===== config.mk =====
export PLATFORM = sky130hd
export DESIGN_NAME = apb3_stream_mailbox
export DESIGN_NICKNAME = d
export VERILOG_FILES = /design/src/rtl/mailbox_pkg.sv /design/src/rtl/mbx_sync_fifo.sv /design/src/rtl/apb3_stream_mailbox.sv
export SDC_FILE = /design/constraint.sdc
export NUM_CORES = 1
export LEC_CHECK = 0
export BUFFER_PORTS_ARGS = -buffer_cell sky130_fd_sc_hd__buf_2
export CAP_MARGIN = 10
export CORE_ASPECT_RATIO = 0.8
export CORE_MARGIN = 2
export CORE_UTILIZATION = 65
export DETAILED_ROUTE_END_ITERATION = 12
export PLACE_DENSITY = 0.79
export SETUP_SLACK_MARGIN = 0.5
export SYNTH_ARGS = -nofsm -noshare
export SYNTH_HDL_FRONTEND = slang
export SYNTH_SLANG_ARGS = --single-unit

===== constraint.sdc =====
create_clock -name HCLK -period 7.4 [get_ports HCLK]
set_input_delay 1.48 -clock HCLK [delete_from_list [all_inputs] [get_ports HCLK]]
set_output_delay 1.48 -clock HCLK [all_outputs]
set_load 0.01 [all_outputs]

===== src/rtl/mailbox_pkg.sv =====
// Shared definitions for the APB3 stream mailbox: register map, bit positions
// and the APB transfer FSM encoding.
package mailbox_pkg;

  localparam logic [2:0] REG_TXDATA = 3'd0;
  localparam logic [2:0] REG_RXDATA = 3'd1;
  localparam logic [2:0] REG_STATUS = 3'd2;
  localparam logic [2:0] REG_CTRL   = 3'd3;
  localparam logic [2:0] REG_ERR    = 3'd4;

  localparam int ST_TX_FULL    = 0;
  localparam int ST_TX_EMPTY   = 1;
  localparam int ST_RX_FULL    = 2;
  localparam int ST_RX_EMPTY   = 3;
  localparam int ST_TX_CNT_LSB = 8;
  localparam int ST_RX_CNT_LSB = 16;

  localparam int CTRL_IRQ_RX_EN  = 0;
  localparam int CTRL_IRQ_TXE_EN = 1;
  localparam int CTRL_IRQ_ERR_EN = 2;
  localparam int CTRL_TX_FLUSH   = 3;
  localparam int CTRL_RX_FLUSH   = 4;

  localparam int ERR_TX_TIMEOUT = 0;
  localparam int ERR_RX_TIMEOUT = 1;
  localparam int ERR_ADDR       = 2;

  typedef enum logic {
    XFER_IDLE   = 1'b0,
    XFER_ACCESS = 1'b1
  } xfer_state_e;

endpackage


===== src/rtl/mbx_sync_fifo.sv =====
// Single-clock FIFO with registered occupancy count, synchronous flush and
// a combinational head-of-queue output.
module mbx_sync_fifo #(
  parameter  int WIDTH = 32,
  parameter  int DEPTH = 16,
  localparam int AW    = $clog2(DEPTH),
  localparam int CW    = AW + 1
) (
  input  logic             clk,
  input  logic             rst_n,
  input  logic             push,
  input  logic [WIDTH-1:0] push_data,
  input  logic             pop,
  input  logic             flush,
  output logic [WIDTH-1:0] head,
  output logic [CW-1:0]    count,
  output logic             full,
  output logic             empty
);

  logic [WIDTH-1:0] mem [DEPTH];
  logic [AW-1:0]    wr_ptr;
  logic [AW-1:0]    rd_ptr;
  logic             do_push;
  logic             do_pop;

  assign full    = (count == CW'(DEPTH));
  assign empty   = (count == '0);
  assign do_push = push & ~full;
  assign do_pop  = pop & ~empty;
  assign head    = mem[rd_ptr];

  always_ff @(posedge clk or negedge rst_n) begin
    if (!rst_n) begin
      wr_ptr <= '0;
      rd_ptr <= '0;
      count  <= '0;
    end else if (flush) begin
      // flush wins over any same-cycle stream beat, which is dropped
      wr_ptr <= '0;
      rd_ptr <= '0;
      count  <= '0;
    end else begin
      if (do_push) wr_ptr <= wr_ptr + AW'(1);
      if (do_pop)  rd_ptr <= rd_ptr + AW'(1);
      case ({do_push, do_pop})
        2'b10:   count <= count + CW'(1);
        2'b01:   count <= count - CW'(1);
        default: count <= count;
      endcase
    end
  end

  always_ff @(posedge clk) begin
    if (do_push && !flush) mem[wr_ptr] <= push_data;
  end

endmodule


===== src/rtl/apb3_stream_mailbox.sv =====
// APB3 slave bridging CPU register accesses to a TX and an RX valid/ready
// stream, with PREADY stalls on blocked FIFOs and a bounded timeout error.
//
// state       | meaning
// XFER_IDLE   | no transfer in access phase; wait counter held at zero
// XFER_ACCESS | setup seen; completes on PREADY, aborts if PSEL drops
module apb3_stream_mailbox
  import mailbox_pkg::*;
#(
  parameter int TX_DEPTH = 16,
  parameter int RX_DEPTH = 16,
  parameter int TIMEOUT  = 255
) (
  input  logic        HCLK,
  input  logic        HRESETN,
  input  logic [31:0] PADDR,
  input  logic        PSEL,
  input  logic        PENABLE,
  input  logic        PWRITE,
  input  logic [31:0] PWDATA,
  output logic [31:0] PRDATA,
  output logic        PREADY,
  output logic        PSLVERR,
  output logic [31:0] TX_TDATA,
  output logic        TX_TVALID,
  input  logic        TX_TREADY,
  input  logic [31:0] RX_TDATA,
  input  logic        RX_TVALID,
  output logic        RX_TREADY,
  output logic        IRQ
);

  localparam int         TXCW        = $clog2(TX_DEPTH) + 1;
  localparam int         RXCW        = $clog2(RX_DEPTH) + 1;
  localparam logic [7:0] TIMEOUT_CNT = 8'(TIMEOUT);

  xfer_state_e state, state_nxt;
  logic [7:0]  wait_cnt;
  logic [2:0]  ctrl_q;
  logic [2:0]  err_q;
  logic        irq_q;
  logic        rdy_en_q;

  logic [2:0]  idx;
  logic        access, addr_bad, blocked, timed_out, complete, wr_cmp, rd_cmp, ctrl_wr;
  logic        tx_push, tx_pop, tx_flush, rx_push, rx_pop, rx_flush;
  logic        tx_full, tx_empty, rx_full, rx_empty;
  logic [TXCW-1:0] tx_count;
  logic [RXCW-1:0] rx_count;
  logic [31:0] rx_head, status, rdata;
  logic [2:0]  err_set, err_clr;
  logic        unused_paddr;

  assign unused_paddr = ^{PADDR[31:5], PADDR[1:0]};
  assign idx          = PADDR[4:2];

  // gating on the FSM keeps PREADY low while reset holds the FSM in IDLE
  assign access    = PSEL & PENABLE & (state == XFER_ACCESS);
  assign blocked   = ((idx == REG_TXDATA) &  PWRITE & tx_full) |
                     ((idx == REG_RXDATA) & ~PWRITE & rx_empty);
  assign timed_out = access & blocked & (wait_cnt == TIMEOUT_CNT);

  always_comb begin
    addr_bad = 1'b1;
    case (idx)
      REG_TXDATA: addr_bad = ~PWRITE;
      REG_RXDATA: addr_bad = PWRITE;
      REG_STATUS: addr_bad = PWRITE;
      REG_CTRL:   addr_bad = 1'b0;
      REG_ERR:    addr_bad = 1'b0;
      default:    addr_bad = 1'b1;
    endcase
  end

  assign PREADY   = access & (~blocked | timed_out);
  assign PSLVERR  = access & (addr_bad | timed_out);
  assign complete = PREADY & ~PSLVERR;
  assign wr_cmp   = complete & PWRITE;
  assign rd_cmp   = complete & ~PWRITE;
  assign ctrl_wr  = wr_cmp & (idx == REG_CTRL);

  assign tx_push  = wr_cmp & (idx == REG_TXDATA);
  assign rx_pop   = rd_cmp & (idx == REG_RXDATA);
  assign tx_flush = ctrl_wr & PWDATA[CTRL_TX_FLUSH];
  assign rx_flush = ctrl_wr & PWDATA[CTRL_RX_FLUSH];

  assign TX_TVALID = ~tx_empty;
  assign tx_pop    = TX_TVALID & TX_TREADY;
  assign RX_TREADY = rdy_en_q & ~rx_full;
  assign rx_push   = RX_TVALID & RX_TREADY;

  assign err_set[ERR_TX_TIMEOUT] = timed_out & PWRITE;
  assign err_set[ERR_RX_TIMEOUT] = timed_out & ~PWRITE;
  assign err_set[ERR_ADDR]       = access & addr_bad;
  assign err_clr = (wr_cmp && idx == REG_ERR) ? PWDATA[2:0] : 3'b000;

  always_comb begin
    status = '0;
    status[ST_TX_FULL]            = tx_full;
    status[ST_TX_EMPTY]           = tx_empty;
    status[ST_RX_FULL]            = rx_full;
    status[ST_RX_EMPTY]           = rx_empty;
    status[ST_TX_CNT_LSB +: 8]    = 8'(tx_count);
    status[ST_RX_CNT_LSB +: 8]    = 8'(rx_count);
    case (idx)
      REG_RXDATA: rdata = rx_head;
      REG_STATUS: rdata = status;
      REG_CTRL:   rdata = {29'd0, ctrl_q};
      REG_ERR:    rdata = {29'd0, err_q};
      default:    rdata = '0;
    endcase
  end

  assign PRDATA = rd_cmp ? rdata : 32'd0;
  assign IRQ    = irq_q;

  always_comb begin
    state_nxt = state;
    case (state)
      XFER_IDLE:   if (PSEL && !PENABLE) state_nxt = XFER_ACCESS;
      XFER_ACCESS: if (!PSEL || PREADY)  state_nxt = XFER_IDLE;
      default:     state_nxt = XFER_IDLE;
    endcase
  end

  always_ff @(posedge HCLK or negedge HRESETN) begin
    if (!HRESETN) begin
      state    <= XFER_IDLE;
      wait_cnt <= '0;
      ctrl_q   <= '0;
      err_q    <= '0;
      irq_q    <= 1'b0;
      rdy_en_q <= 1'b0;
    end else begin
      state    <= state_nxt;
      rdy_en_q <= 1'b1;
      if (state == XFER_IDLE)                wait_cnt <= '0;
      else if (access && blocked && !PREADY) wait_cnt <= wait_cnt + 8'd1;
      if (ctrl_wr) ctrl_q <= PWDATA[2:0];
      err_q <= (err_q & ~err_clr) | err_set;
      irq_q <= (ctrl_q[CTRL_IRQ_RX_EN]  & ~rx_empty) |
               (ctrl_q[CTRL_IRQ_TXE_EN] &  tx_empty) |
               (ctrl_q[CTRL_IRQ_ERR_EN] & (|err_q));
    end
  end

  mbx_sync_fifo #(.WIDTH(32), .DEPTH(TX_DEPTH)) u_tx_fifo (
    .clk       (HCLK),
    .rst_n     (HRESETN),
    .push      (tx_push),
    .push_data (PWDATA),
    .pop       (tx_pop),
    .flush     (tx_flush),
    .head      (TX_TDATA),
    .count     (tx_count),
    .full      (tx_full),
    .empty     (tx_empty)
  );

  mbx_sync_fifo #(.WIDTH(32), .DEPTH(RX_DEPTH)) u_rx_fifo (
    .clk       (HCLK),
    .rst_n     (HRESETN),
    .push      (rx_push),
    .push_data (RX_TDATA),
    .pop       (rx_pop),
    .flush     (rx_flush),
    .head      (rx_head),
    .count     (rx_count),
    .full      (rx_full),
    .empty     (rx_empty)
  );

endmodule


==> flow_summary.toml <==
[timing]
hold_violations = 0
skew_ns = 0.0258
fin_crit_sh_pct = 71.8
finalSetupTns_ns = 0
finalMaxSlewViolations = 0
max_slew_margin_pct = 21.6
rsz0062_at_grt = "no"
worst_pin_slew_ns = 1.18
min_period_ns = 5.31
setup_slack_ns = 2.09
max_freq_mhz = 188
setup_viol_count_final = 0

[floorplan]
core-area_sq_mm = 0.0628
io_pins = 172
die_w_um = 286
start_util_pct = 66.0
die_y_um = 230
fp-row-count = 82
dieArea_sq_mm = 0.0658

[place]
hpwl_um = 45400
routabilityCongestion = 0.808
placed_area_sq_mm = 0.0433
portBuffers = 142
dpl_worst_slack_ns = 2.31

[clock_tree]
clock_sinks = 1067
cts-root-buf = "clkbuf_16"
post-cts-setup-buffers = 0
clock_path_buffers = 3
cts_buffers = 97
cts_resized = 0
cts_hold_buf = 0
clkLatencyLatePin_ns = 0.66
cts_tree = "done"
ctsHtreeMaxLevel = 3
clkTransAtPathRegs_ns = 0.06

[synthesis]
ys_seq_area_share_pct = 76.9
synthesis.instances = 1794
syn_area_sq_mm = 0.0414
yosys.area.top_type = "edfxtp_1"
synthTopCellsByCount = "edfxtp_1 (1,024), mux4_2 (320), clkbuf_1 (58)"
synth_enable_flop_cells = 1024
synth_top_cell_area_share_pct = 74.3
synthArstFlopShare_pct = 4.03
synthesis.yosys.warnings = 0
synthFlopType = "edfxtp_1"
synth.most_common_cell = "edfxtp_1"
ys_seq_elements = 1067
mappedNetlistNets = 1910
avgSynthCellArea_sq_um = 23.1
synthTopCellsByArea = "edfxtp_1 (74%), mux4_2 (17%), dfrtp_1 (2.6%), clkbuf_1 (0.53%), ha_1 (0.39%)"
synth_cell_types = 60

[critical_path]
endpoint_kind = "output port"
r2r_end = "u_rx_fifo.mem[14][21]"
worstPathArrival_ns = 3.83
path_class = "reg -> out"
required_ns = 5.92
rr_worst_depth = 6
critPathLaunchType = "flip-flop"
reg2reg_slack_ns = 3.89
rr_startpoint = "state"
cp_max_fo = 64

[finish]
final_util_pct = 73.8
synthToLayoutAreaGrowth_pct = 11.9
layout.nets = 2097
fin_area_sq_mm = 0.0463
final.fill_count = 3231
layout-drive-gt1-share_pct = 33.0

[route]
ant_nets = 0
vias_per_cell = 7.08
avgRoutedWirePerCell_um = 33.9
route.vias.total = 20557
wl_met2_um = 49400
first_pass_iters = 5
wl_met1_um = 36500
wl_um = 98400
wl_met3_um = 9750
drc = 0
highest_layer = "met5"
drt-initial-drc-count = 2830

[global_routing]
overflow = 0
grt_pass1_vias = 21200
grt_pass1_wl_um = 144000
grt_util_all_layers_pct = 30.9
grt_max_degree = 109
antenna_found_initial = 6

[power]
irDropWorstVdd_uv = 294
powerDensity_mw_per_mm2 = 315
p_leak_nw = 14.7

[min_path]
hp-start = "wait_cnt[7]"
hold_depth = 1
holdPathEnd = "wait_cnt[7]"
min_path_type = "reg -> reg"

[job]
maxCapViolCount = 0

[run_status]
outcome = "complete, no violations"
[through the flow]
stage	std cells	total power, mW	hold WS (ns)
finish	2902	14.6	0.500
global route	2898	15.0	0.522
CTS	2896	14.6	0.504
detailed placement	2722	9.77	0.494
global placement	2722	9.72	0.477
floorplan	1794	8.98	0.454
[worst max-delay path, cell delays in order, from the launching register on]
cell	delay, ns
dfrtp_4	1.07
buf_12	0.50
mux4_2	0.63
mux4_2	0.56
o2bb2ai_1	0.16
buf_2	0.18
[area by class of cell]
type                            instances  area, sq um  share of cell area (%)
Clock inverter                         46          420                   0.907
Clock buffer                          128         2600                    5.60
Antenna cell                            6         15.0                  0.0324
Multi-Input combinational cell        610         9260                    20.0
Tap cell                              840         1050                    2.27
Sequential cell                      1067        31800                    68.7
Timing Repair Buffer                  187         1070                    2.32
Inverter                               18         67.6                   0.146
[sequential cells by signal, summed over array words and instances (netlist names), 5 cells and up]
register / flops
u_tx_fifo.count: 5
u_tx_fifo.mem: 512
u_rx_fifo.mem: 512
wait_cnt: 8
u_rx_fifo.count: 5
[per-layer routing]
metal | vias up | global-route usage [%]
met3 | 196 | 6.33
met1 | 10963 | 44.6
met5 | - | 0
met2 | 1401 | 49.2
met4 | 2 | 9.29
li1 | 7995 | -
[how the worst max path moves through the flow]
stage,cells past startpoint,start,slack (ns),end
CTS,5,u_rx_fifo.rd_ptr[0],2.00,PRDATA[2]
global placement,7,PADDR[3],2.34,PRDATA[12]
global route,5,u_rx_fifo.rd_ptr[0],1.87,PRDATA[2]
finish,5,u_rx_fifo.rd_ptr[0],2.09,PRDATA[2]
detailed placement,7,PADDR[3],2.31,PRDATA[20]
floorplan,6,PADDR[4],1.32,u_rx_fifo.mem[0][0]
[report_power, final]
group	total [mW]	switching [mW]	internal [mW]
clock network	4.85	2.14	2.71
logic	2.59	1.27	1.32
registers	7.13	0.320	6.81
[logic make-up (layout without fill, tap and decap cells)]
family / after synthesis / count (layout) / share of synthesized area [%]
DFF: 1067 / 1067 / 76.9
muxes: 325 / 325 / 17.5
and+or+nand+nor: 182 / 182 / 2.38
buffers and inverters: 117 / 379 / 1.18
AOI/OAI and AO/OA: 66 / 66 / 1.17
xor gates and xnor gates: 23 / 23 / 0.486
adders and majority gates: 13 / 13 / 0.393
other: 1 / 7 / 0.00906
[cell usage in the layout (no fill, tap or decap), drive strengths merged, types with 17 or more instances in the layout]
cell type / n
nand3: 17
dfrtp: 43
nor2: 36
nand2: 26
clkbuf: 128
inv: 21
clkinv: 36
edfxtp: 1024
mux4: 320
nor2b: 21
buf: 187
Note: power is estimated with default switching activity, not from simulation.
